==> src/rtl/star_region_eraser.sv <==
// Erases a star's bounding box in the 60x60 image RAM by writing CLEAR_VAL to every pixel
// inside the clamped box, in raster order, through a request/grant shared write port.
module star_region_eraser #(
    parameter int xSz       = 6,
    parameter int ySz       = 6,
    parameter int addrSz    = 12,
    parameter int colSz     = 3,
    parameter int X_RES     = 60,
    parameter int Y_RES     = 60,
    parameter int CLEAR_VAL = 0
) (
    input  logic              clk,
    input  logic              resetn,
    input  logic              start,
    input  logic [xSz-1:0]    leftMost,
    input  logic [xSz-1:0]    rightMost,
    input  logic [ySz-1:0]    mostTop,
    input  logic [ySz-1:0]    mostBottom,
    input  logic              memGnt,
    output logic              memReq,
    output logic              wren,
    output logic [addrSz-1:0] wrAddress,
    output logic [colSz-1:0]  wrData,
    output logic              busy,
    output logic              eraseDone,
    output logic              boxError
);

    localparam logic [xSz-1:0] X_MAX = xSz'(X_RES - 1);
    localparam logic [ySz-1:0] Y_MAX = ySz'(Y_RES - 1);

    typedef enum logic [1:0] {
        IDLE  = 2'd0,
        LOAD  = 2'd1,
        WRITE = 2'd2,
        DONE  = 2'd3
    } state_t;

    state_t         state_q;
    logic [xSz-1:0] left_q, right_q, x_count_q;
    logic [ySz-1:0] top_q, bottom_q, y_count_q;
    logic           mem_req_q, busy_q, erase_done_q, box_error_q;

    // Clamped view of the latched box, consumed only in LOAD.
    logic [xSz-1:0] left_d, right_d;
    logic [ySz-1:0] top_d, bottom_d;
    logic           empty_d;

    always_comb begin
        left_d   = (left_q   > X_MAX) ? X_MAX : left_q;
        right_d  = (right_q  > X_MAX) ? X_MAX : right_q;
        top_d    = (top_q    > Y_MAX) ? Y_MAX : top_q;
        bottom_d = (bottom_q > Y_MAX) ? Y_MAX : bottom_q;
        empty_d  = (left_d > right_d) || (top_d > bottom_d);
    end

    // y*60 + x as y*(32+16+8+4) + x; counters stay inside the clamped box so no overflow.
    logic [addrSz-1:0] addr_x, addr_y;

    always_comb begin
        addr_x    = addrSz'(x_count_q);
        addr_y    = addrSz'(y_count_q);
        wrAddress = (addr_y << 5) + (addr_y << 4) + (addr_y << 3) + (addr_y << 2) + addr_x;
    end

    assign memReq    = mem_req_q;
    assign wren      = mem_req_q & memGnt;
    assign wrData    = colSz'(CLEAR_VAL);
    assign busy      = busy_q;
    assign eraseDone = erase_done_q;
    assign boxError  = box_error_q;

    always_ff @(posedge clk or negedge resetn) begin
        if (!resetn) begin
            state_q      <= IDLE;
            left_q       <= '0;
            right_q      <= '0;
            top_q        <= '0;
            bottom_q     <= '0;
            x_count_q    <= '0;
            y_count_q    <= '0;
            mem_req_q    <= 1'b0;
            busy_q       <= 1'b0;
            erase_done_q <= 1'b0;
            box_error_q  <= 1'b0;
        end else begin
            erase_done_q <= 1'b0;
            case (state_q)
                IDLE: begin
                    if (start) begin
                        left_q      <= leftMost;
                        right_q     <= rightMost;
                        top_q       <= mostTop;
                        bottom_q    <= mostBottom;
                        box_error_q <= 1'b0;
                        busy_q      <= 1'b1;
                        state_q     <= LOAD;
                    end
                end
                LOAD: begin
                    if (empty_d) begin
                        box_error_q  <= 1'b1;
                        erase_done_q <= 1'b1;
                        state_q      <= DONE;
                    end else begin
                        left_q    <= left_d;
                        right_q   <= right_d;
                        top_q     <= top_d;
                        bottom_q  <= bottom_d;
                        x_count_q <= left_d;
                        y_count_q <= top_d;
                        mem_req_q <= 1'b1;
                        state_q   <= WRITE;
                    end
                end
                WRITE: begin
                    // Without a grant nothing moves, so the address stays put for the retry.
                    if (memGnt) begin
                        if (x_count_q == right_q && y_count_q == bottom_q) begin
                            mem_req_q    <= 1'b0;
                            erase_done_q <= 1'b1;
                            state_q      <= DONE;
                        end else if (x_count_q == right_q) begin
                            x_count_q <= left_q;
                            y_count_q <= y_count_q + ySz'(1);
                        end else begin
                            x_count_q <= x_count_q + xSz'(1);
                        end
                    end
                end
                DONE: begin
                    busy_q  <= 1'b0;
                    state_q <= IDLE;
                end
                default: state_q <= IDLE;
            endcase
        end
    end

endmodule

==> config.mk <==
export PLATFORM = sky130hd
export DESIGN_NAME = star_region_eraser
export DESIGN_NICKNAME = d
export VERILOG_FILES = /design/src/rtl/star_region_eraser.sv
export SDC_FILE = /design/constraint.sdc
export NUM_CORES = 1
export LEC_CHECK = 0
export BUFFER_PORTS_ARGS = -buffer_cell sky130_fd_sc_hd__buf_2
export CELL_PAD_IN_SITES_DETAIL_PLACEMENT = 0
export CELL_PAD_IN_SITES_GLOBAL_PLACEMENT = 1
export CORE_MARGIN = 3
export CORE_UTILIZATION = 46
export CTS_BUF_LIST = sky130_fd_sc_hd__clkbuf_4
export DETAILED_ROUTE_END_ITERATION = 10
export GPL_TIMING_DRIVEN = 0
export MAX_ROUTING_LAYER = met4
export PLACE_DENSITY = 0.87
export SLEW_MARGIN = 10
export SYNTH_ARGS = -nofsm -noshare
export SYNTH_HDL_FRONTEND = slang
export SYNTH_SLANG_ARGS = --single-unit
==> constraint.sdc <==
create_clock -name clk -period 5.2 [get_ports clk]
set_clock_uncertainty 0.1 [all_clocks]
set_input_delay 0.52 -clock clk [delete_from_list [all_inputs] [get_ports clk]]
set_output_delay 0.52 -clock clk [all_outputs]
set_load 0.1 [all_outputs]
==> summary.md <==
| Metric | Value |
|---|---|
| Status | `finished, final reports clean` |
| TritonCTS clock tree | `done` |
| Crit path launch type | `flip-flop` |
| Buffers & Inverters on Critical Path | `7` |
| Syn Inst Count | `377` |
| RD Place Congestion | `0.8732` |
| Initial Util | `48.98%` |
| Critical path data required time | `4580 ps` |
| Via density | `5.329` |
| Slew HR | `36.83%` |
| Period minus WS final | `4859 ps` |
| FMAX | `205.8 MHz` |
| Clk slew on worst S/H paths | `140 ps` |
| Worst r2r src | `right_q[3]` |
| Unrepaired setup endpoints after global routing | `false` |
| Clk Tree Root Cell | `clkbuf_4` |
| Max Cap Viol | `0` |
| Slowest-stage cell, CP | `dfrtp_2` |
| Total CTS buffers | `5` |
| #FFs+latches synth | `42` |
| Crit share post-route | `93.44%` |
| Largest net degree at the start of global routing | `43` |
| CP Launch Point | `y_count_q[1]` |
| Die height | `92.46 microns` |
| WS Path Type | `reg -> out` |
| Total clock sinks | `42` |
| Worst hold-check path type | `in -> async` |
| Post-Syn Area per Cell | `9.120 sq um` |
| Number of global-route vias before repair | `2820` |
| Mapped cell area | `3438 sq um` |
| Layout cell share with drive strength beyond 1 | `18.71%` |
| Number of distinct library cells after synthesis | `55` |
| Synth warnings | `0` |
| Row count | `30` |
| H-tree depth | `2` |
| Core ar. | `7019 sq um` |
| Commonest non-fill, non-tap cell in the layout | `buf_2` |
| Top-area cell type share of the netlist area | `30.57%` |
| EDFF count, synth | `0` |
| Cell taking the most area after synthesis | `dfrtp_1` |
| Dpl hpwl | `6128 microns` |
| Initial DRC count | `145` |
| Clock Path Buffers | `2` |
| # setup viols final | `0` |
| IO Pins | `48` |
| Layout area overhead | `12.59%` |
| First-pass GRT wire length | `13390 microns` |
| Crit-path max FO | `7` |
| Post-Route Setup TNS | `0 ps` |
| CP top delay family | `adder cells` |
| Met1 Wirelength | `3707 microns` |
| Skew-Pair Late Insertion Delay | `370 ps` |
| Worst slew pin tran | `947.6 ps` |
| Met3 routed WL | `284 microns` |
| Post-route ant nets | `0` |
| R2R setup slack | `2310 ps` |
| Met2 wire len | `3686 microns` |
| Die span in x | `92.46 microns` |
| Commonest cells after routing, fill and taps aside | `buf_2, nand2_1, inv_1, dfrtp_1, ha_1` |
| Slowest cell delay on critical path | `500 ps` |
| Seq/Total Area, Yosys | `30.57%` |
| Async SR Flop Fraction | `100.0%` |
| Via count | `2819` |
| Die area | `8548 sq um` |
| CP arrival | `4240 ps` |
| Most used cell along the critical path | `inv_1` |
| GRT overflow | `0` |
| Drt first pass iters | `4` |
| Final WL | `7785 microns` |
| I/O Buffers | `44` |
| Crit-path cells | `inv_1 > fa_1 > inv_1 > fa_1 > inv_1 > fa_1 > inv_1 > ha_1 > inv_1 > fa_1 > inv_1 > a21o_1 > a21oi_1 > o21bai_1 > a21oi_1 > xnor2_2 > buf_6` |
| Ranking of synthesized cells by area | `dfrtp_1, ha_1, fa_1, nand2_1, inv_1` |
| Final Hold Viols | `0` |
| Slew Limit Fails | `0` |
| CP endpoint kind | `primary output` |
| WL per Instance | `14.72 microns` |
| GR Util All Layers | `19.99%` |
| Top layer in use | `met4` |
| Initial antenna violation count | `0` |
| Diodes inserted | `0` |
| Drt drc | `0` |
| Final #Nets | `512` |
| Post-synth top flop | `dfrtp_1` |
-- kinds of logic after synthesis --
group	count (synthesis)	synth area share, %
DFF	42	30.57
AOI/OAI and AO/OA	83	17.54
other	1	0.1091
adders and majority gates	52	21.76
buffers and inverters	62	7.860
and+or+nand+nor	114	16.01
muxes	5	1.565
xor gates and xnor gates	18	4.585
-- routing by layer --
layer / global-route usage (%) / vias to the layer above
li1: - / 1397
met1: 27.37 / 1352
met2: 30.88 / 58
met3: 3.331 / 12
met4: 5.322 / 0
met5: - / -
-- synth_stat cells, types with 3 or more instances --
cell type / number
a21o_1: 4
a21oi_1: 17
a2bb2oi_1: 3
buf_2: 3
buf_4: 5
clkbuf_1: 10
dfrtp_1: 42
fa_1: 13
ha_1: 39
inv_1: 42
mux2_2: 3
nand2_1: 43
nand2b_1: 6
nand3_1: 11
nand4_1: 7
nor2_1: 21
nor2b_1: 3
nor3_1: 7
nor4_1: 4
o21ai_0: 19
o21bai_1: 3
o22a_1: 9
o31ai_1: 4
xnor2_1: 17
-- cell type report --
cell class | instances | area, sq um
plain buffers | 20 | 112.6
clock buffers | 6 | 45.04
clock inverters | 2 | 8.758
fillers | 658 | 3148
inverters | 42 | 157.7
multi-input cells | 275 | 2132
flip-flops and latches | 42 | 1054
well taps | 96 | 120.1
repair buffers | 46 | 241.5
-- stage by stage --
stage / worst slack (ps) / std cells / hold slack [ps] / util [%] / area (sq um)
finish: 340.9 / 529 / 178.4 / 55.15 / 3871
global route: 0.6524 / 529 / 219.3 / 55.15 / 3871
CTS: 92.47 / 527 / 197.6 / 54.85 / 3850
global placement: 473.0 / 519 / 388.6 / 54.05 / 3794
floorplan: 8.402 / 379 / 124.4 / - / 3453
detailed placement: 396.6 / 519 / 399.7 / 54.05 / 3794
-- what timing repair did --
item                       CTS  global route
buffers inserted             0             2
hold buffers                 0             0
gates resized for setup      1             3
setup endpoints to repair    1             2
pin swaps                    0             0
-- path summary, 6_finish.rpt --
path,end,cells after the start
max,wrAddress[11],17
min,left_q[4],1
max reg2reg,y_count_q[1],10
min reg2reg,top_q[1],1
max in group asynchronous,y_count_q[0],1
min in group clk,bottom_q[4],3
-- state kept, by name (all words and copies together) (netlist names) --
signal,flops
bottom_q,6
top_q,6
x_count_q,6
eraseDone,1
busy,1
left_q,6
memReq,1
y_count_q,6
state_q,2
right_q,6
boxError,1
Power is not shown: default switching activity piles up to over one toggle a cycle in this logic, so the estimate is an artifact.
